--- src/rtl/coletor_digitos.sv ---
// Keypad digit collector: builds up to a 20-digit entry, newest digit at index 0,
// and emits it as a one-cycle strobe on '*' (confirm) or '#' (cancel).
module coletor_digitos #(
    parameter int TIMEOUT_CYCLES = 5000
) (
    input  logic        clk,
    input  logic        rst,
    input  logic        enable,
    input  logic [3:0]  key_value,
    input  logic        key_valid,
    output logic [79:0] digitos_value,
    output logic        digitos_valid,
    output logic [23:0] bcd_pac,
    output logic        display_en
);

    localparam logic [1:0] IDLE   = 2'd0;
    localparam logic [1:0] COLETA = 2'd1;
    localparam logic [1:0] ENVIA  = 2'd2;

    localparam int CW = (TIMEOUT_CYCLES > 1) ? $clog2(TIMEOUT_CYCLES) : 1;
    localparam logic [CW-1:0] CNT_LAST = CW'(TIMEOUT_CYCLES - 1);

    localparam logic [79:0] EMPTY  = {20{4'hF}};
    localparam logic [79:0] CANCEL = {20{4'hB}};

    logic [1:0]    state, state_nxt;
    logic [79:0]   buffer, buffer_nxt;
    logic [79:0]   out_reg, out_reg_nxt;
    logic [CW-1:0] cnt, cnt_nxt;

    logic is_digit, is_conf, is_skip, buf_empty;

    assign is_digit  = (key_value <= 4'd9);
    assign is_conf   = (key_value == 4'hA);
    assign is_skip   = (key_value == 4'hB);
    // Only digits are ever shifted in, so the newest slot tells emptiness.
    assign buf_empty = (buffer[3:0] == 4'hF);

    always_comb begin
        state_nxt   = state;
        buffer_nxt  = buffer;
        out_reg_nxt = out_reg;
        cnt_nxt     = cnt;
        case (state)
            IDLE: begin
                buffer_nxt = EMPTY;
                cnt_nxt    = '0;
                if (enable)
                    state_nxt = COLETA;
            end
            COLETA: begin
                if (!enable) begin
                    state_nxt  = IDLE;
                    buffer_nxt = EMPTY;
                    cnt_nxt    = '0;
                end else if (key_valid && is_digit) begin
                    // Sliding window: the oldest digit falls off the top.
                    buffer_nxt = {buffer[75:0], key_value};
                    cnt_nxt    = '0;
                end else if (key_valid && is_conf && !buf_empty) begin
                    out_reg_nxt = buffer;
                    buffer_nxt  = EMPTY;
                    cnt_nxt     = '0;
                    state_nxt   = ENVIA;
                end else if (key_valid && is_skip) begin
                    out_reg_nxt = CANCEL;
                    buffer_nxt  = EMPTY;
                    cnt_nxt     = '0;
                    state_nxt   = ENVIA;
                end else if (buf_empty) begin
                    cnt_nxt = '0;
                end else if (cnt == CNT_LAST) begin
                    // Idle too long: silently drop the partial entry.
                    buffer_nxt = EMPTY;
                    cnt_nxt    = '0;
                end else begin
                    cnt_nxt = cnt + CW'(1);
                end
            end
            ENVIA: begin
                buffer_nxt = EMPTY;
                cnt_nxt    = '0;
                state_nxt  = enable ? COLETA : IDLE;
            end
            default: begin
                state_nxt  = IDLE;
                buffer_nxt = EMPTY;
                cnt_nxt    = '0;
            end
        endcase
    end

    always_ff @(posedge clk or posedge rst) begin
        if (rst) begin
            state   <= IDLE;
            buffer  <= EMPTY;
            out_reg <= EMPTY;
            cnt     <= '0;
        end else begin
            state   <= state_nxt;
            buffer  <= buffer_nxt;
            out_reg <= out_reg_nxt;
            cnt     <= cnt_nxt;
        end
    end

    assign digitos_valid = (state == ENVIA);
    assign digitos_value = (state == ENVIA) ? out_reg : buffer;
    assign bcd_pac       = (state == IDLE) ? 24'hFFFFFF : buffer[23:0];
    assign display_en    = enable && !buf_empty;

endmodule

--- config.mk ---
export PLATFORM = sky130hd
export DESIGN_NAME = coletor_digitos
export DESIGN_NICKNAME = d
export VERILOG_FILES = /design/src/rtl/coletor_digitos.sv
export SDC_FILE = /design/constraint.sdc
export NUM_CORES = 1
export LEC_CHECK = 0
export BUFFER_PORTS_ARGS = -buffer_cell sky130_fd_sc_hd__buf_4
export CAP_MARGIN = 15
export CORE_MARGIN = 1
export CORE_UTILIZATION = 37
export DETAILED_ROUTE_END_ITERATION = 16
export GPL_TIMING_DRIVEN = 0
export HOLD_SLACK_MARGIN = 0.05
export PLACE_DENSITY = 0.59
export SLEW_MARGIN = 5
export SYNTH_ARGS = -nofsm -noshare
export SYNTH_HDL_FRONTEND = slang
export SYNTH_SLANG_ARGS = --single-unit
--- constraint.sdc ---
create_clock -name clk -period 5 [get_ports clk]
set_input_delay 0 -clock clk [delete_from_list [all_inputs] [get_ports clk]]
set_output_delay 0 -clock clk [all_outputs]
set_load 0.1 [all_outputs]
Word-level counts from Yosys, hierarchy flattened
Index checks and enable logic that the tools add are counted.
Word-level totals
  flip-flop bits (word level): 175
  input port bits: 8
  logic and storage cells: 54
Operators by class
  add/subtract/negate cells: 1
  magnitude comparators: 1
  equal/unequal tests: 11
  multiplexer cells: 25
  bitwise gates (word level): 1
  reductions and logical operators: 11
Operator list (count)
  2-to-1 mux 80 bit: 10
  2-to-1 mux 13 bit: 7
  2-to-1 mux 24 bit: 1
  adder 13 x 1 -> 13 bit (second input constant): 1
  == test 13 bit (second input constant): 1
  == test 4 bit (second input constant): 3
  inequality test 6 bit (second input constant): 2
  2-to-1 mux 2 bit: 5
  one-hot mux 2 bit (3 select lines): 1
  logical AND 1 bit: 5
  <= comparator 4 bit (second input constant): 1
  inequality test 4 bit (second input constant): 1
  AND reduction 4 bit: 1
  inequality test 3 bit (second input constant): 1
  AND reduction 3 bit: 1
  == test 2 x 1 -> 1 bit (second input constant): 1
  == test 2 bit (second input constant): 1
  zero test 2 bit: 1
  inequality test 2 bit (second input constant): 1
  AND reduction 2 bit: 1
  nonzero test 2 bit: 1
  zero test 1 bit: 1
  2-to-1 mux 1 bit: 1
  inverter 1 bit: 1

Logic depth before layout (Yosys ltp)
  word-level depth: 8
  depth in mapped cells: 7
  depth with buffers taken out: 5

Least setup slack after synthesis
No wires, ideal clock.
  kind: register -> output
  start point: reg state[0]
  end point: out digitos_value[70]
  arrival: 2651 ps
  slack: 2349 ps
  cell stages (with the launch flop): 7
  path buffers: 2
  cell sequence: dfrtp_1 -> nand2b_1 -> clkbuf_1 -> inv_2 -> clkbuf_1 -> nand2_1 -> nand2_1
Between the ends
  longest elaborated chain between the ends: 2
Ends and longest elaborated chain
  from (decl): line 27  | logic [1:0] state, state_nxt;
  from (signal assigned): line 101  | state <= state_nxt;
  == test 2 bit
  via digitos_valid: line 12  | output logic digitos_valid,
  2-to-1 mux 80 bit: line 109  | assign digitos_value = (state == ENVIA) ? out_reg : buffer;
  to (decl): line 11  | output logic [79:0] digitos_value,
The timed path passes the listed nets, and every way through them passes these cells.

Worst setup path in the final report
  start point: reg cnt[10]
  end point: reg buffer[3]
Between the ends
  longest elaborated chain between the ends: 3
Ends and longest elaborated chain
  from (decl): line 30  | logic [CW-1:0] cnt, cnt_nxt;
  from (signal assigned): line 104  | cnt <= cnt_nxt;
  == test 13 bit: line 73  | end else if (cnt == CNT_LAST) begin
  inequality test 6 bit (no source line)
  AND reduction 2 bit (no source line)
  to (signal assigned): line 102  | buffer <= buffer_nxt;
  to (decl): line 28  | logic [79:0] buffer, buffer_nxt;
Every way passes these cells.
A chain may end at the register's enable or synchronous reset.

==> flow_summary.yaml <==
outcome:
  outcome: "finished clean"
final_layout:
  n_fill_cell: 2154
  nets: 1052
  area_growth_pct: 23.5
  drive_gt1_share_pct: 32.5
  n_antenna_cell: 0
route:
  via_count: 6896
  drtPass1Iterations: 5
  drc: 0
  wl_um: 23000
  antenna_left: 0
  detail_route.wl_per_cell_um: 17.3
  drtIter0Drc: 422
  vias_per_cell: 5.17
clock_network:
  clkTransAtPathRegs_ps: 60
  htreeDepth: 4
  cts_max_path_buffers: 2
  numCtsBuffers: 17
  cts_sinks: 175
  clock_latency_ps: 440
  post_cts_buffers: 0
  cts_root_buffer: "clkbuf_16"
  cts_tree: "built"
  hold_buffers: 7
  cts-resized-gates: 0
power:
  p_leak_nw: 4.36
  ir_drop_mv: 0.231
  power.internal_mw: 2.52
  p_sw_mw: 0.797
  pwr-share-clk_pct: 42.3
  power_frac_comb_pct: 7.2
  pwr-share-seq_pct: 50.5
  pwr_density_cell_mw_per_mm2: 328
  swShare_pct: 24.0
logic_synthesis:
  synth_top_family_by_area: "simple AND/OR/NAND/NOR gates"
  yosysMostFrequentCell: "nand2_1"
  ys_warn_count: 0
  synth_edf_count: 0
  ys.flop_type: "dfstp_2"
  synth_adder_area_share_pct: 0.153
  synth_seq_cells: 175
  synthTopCellsByArea: "dfstp_2, nand2_1, o32a_1, dfrtp_1, o21ai_0"
  avgSynthCellArea_um2: 9.07
  synth_commonest_cells: "nand2_1, dfstp_2, o32a_1, o21ai_0, clkbuf_1"
  ys_types: 40
  syn_area_mm2: 0.00818
  synth-simple-area-share_pct: 24.8
  synthXorXnorAreaFrac_pct: 1.18
  synth_top_area_share_pct: 51.4
  synth_compound_area_share_pct: 14.0
  synth_area_leader_cell: "dfstp_2"
  async_reset_ff_share_pct: 100
  seq_area_frac_synth_pct: 56.0
  synth_nets: 911
  muxShareOfSynthArea_pct: 0
  synthCells: 902
placement:
  hpwl_um: 15100
  gp_congestion: 0.793
  port_buffers: 113
  post-place-ws_ps: 2120
sta:
  slew_headroom_pct: 56.2
  slew_viol_final: 0
  worstMarginPinSlew_ps: 657
  layout_setup_ws_ps: 2380
  finClkSkew_ps: 7.25
  setup_tns_ps: 0
  hold_violations: 0
  finalCritPeriodShare_pct: 52.5
  hold_ws_ps: 223
  setup_violations: 0
  grt_setup_unrepaired: "false"
  fin_crit_ps: 2620
  fmax_mhz: 381
setup_path:
  cp.arrival_ps: 3000
  max_stage_delay_ps: 550
  crit_start: "cnt[10]$_DFF_PP0_"
  cp.depth: 5
  reg2reg_depth: 5
  cp-end-kind: "flop"
  cp-start-kind: "flop"
  worstPathRequired_ps: 5370
  path_class: "reg2reg"
  r2r_slack_ps: 2380
  r2r-end: "buffer[3]$_DFFE_PP1P_"
  crit_family: "simple AND/OR/NAND/NOR gates"
  crit_end: "buffer[3]$_DFFE_PP1P_"
  critPathBufInv: 1
  cp_max_fo: 8
  critPathSlowestCell: "dlygate4sd3_1"
  worstPathCellList: "or4b_1 -> or4_4 -> nand3b_1 -> o32a_1 -> dlygate4sd3_1"
  rr_startpoint: "cnt[10]$_DFF_PP0_"
floorplanning:
  coreArea_mm2: 0.0218
  rows: 54
  die_w_um: 151
  initial_utilization_pct: 37.6
  io_pins: 114
  dieArea_mm2: 0.0227
  die_y_um: 151
global_routing:
  grt_pass1_wl_um: 36800
  grt_pass1_vias: 6658
  grt_usage_pct: 21.3
  antenna_found_initial: 0
  grt_overflow: 0
  grt_max_degree: 100
worst_hold_path:
  hold_class: "in2async"
run:
  max-cap-violations: 0
worst min-delay path, cell delays in order:
cell and delay, ps:
dlygate4sd3_1 530, buf_4 150, inv_8 360
layer usage:
layer / routed length (um) / vias to the layer above / GRT usage (%)
met1: 11300 / 3424 / 30.8
li1: - / 3324 / -
met3: 712 / 26 / 2.97
met4: 350 / 0 / 7.90
met2: 10600 / 122 / 32.4
met5: 0 / - / 0
kinds of logic (layout without fill, tap and decap cells):
logic type	after synthesis	count (layout)
AO/OA/AOI/OAI	147	147
XOR/XNOR	11	11
adder cells (fa/ha/maj)	1	1
buffers and inverters	78	229
flip-flops	175	175
AND/OR/NAND/NOR	490	490
per-stage QoR:
stage / power [mW] / cell area, um^2 / std cells / util (%)
after global placement: 1.92 / 9380 / 1295 / 43.1
final: 3.32 / 10100 / 1333 / 46.4
after detailed placement: 1.93 / 9420 / 1296 / 43.3
after CTS: 3.34 / 10100 / 1332 / 46.4
after floorplan: 1.86 / 8180 / 902 / -
after global routing: 3.44 / 10100 / 1333 / 46.4
power groups by stage:
stage          clock network [mW]  registers, mW  logic, mW
2_1_floorplan                   0           1.68      0.179
3_3_place_gp                    0           1.69      0.228
3_5_place_dp                    0           1.70      0.238
4_1_cts                      1.42           1.67      0.243
5_1_grt                      1.48           1.69      0.275
6_report                     1.40           1.67      0.238
final cells by class:
cell class	count	area (um^2)	area share [%]
Sequential cell	175	4580	45.3
Multi-Input combinational cell	649	3280	32.4
Timing Repair Buffer	122	953	9.44
Clock buffer	20	478	4.73
Tap cell	280	350	3.47
Buffer	70	294	2.91
Clock inverter	9	133	1.31
Inverter	8	37.5	0.372
worst min path at each step:
| stage | startpoint | to | slack (ps) | cells after the start |
|---|---|---|---|---|
| after floorplan | key_value[0] | buffer[0]$_DFFE_PP1P_ | 150 | 1 |
| after global placement | key_value[1] | buffer[1]$_DFFE_PP1P_ | 260 | 2 |
| after detailed placement | rst | state[0]$_DFFE_PP0P_ | 120 | 2 |
| after CTS | rst | state[0]$_DFFE_PP0P_ | 220 | 3 |
| after global routing | rst | state[0]$_DFFE_PP0P_ | 250 | 3 |
| final | rst | state[0]$_DFFE_PP0P_ | 220 | 3 |
placed cells by master, fill, tap and decap left out, types with 2 or more instances in the layout:
master         Yosys  layout
nand4_1            2       2
o22a_1             3       3
nor2_1             3       3
o32a_1            77      77
o21ai_0           61      61
nand2b_1           2       2
nand2_1          401     401
buf_2              4       4
inv_2              2       2
dlygate4sd3_1      0       7
clkbuf_16          0      18
clkinvlp_4         0       3
dfstp_2          160     160
bufinv_16          0       3
buf_1              3       3
nor3_1            14      14
nand3_1           28      28
xor2_1             3       3
inv_1              6       5
or2_2             24      24
nand3b_1           2       2
xnor2_1            8       8
dfrtp_1           15      15
clkbuf_1          58      58
clkbuf_8           0       2
buf_4              3     117
and3_1             2       2
nor4_1             3       3
buf_6              2       2
(Power assumes the default switching activity.)
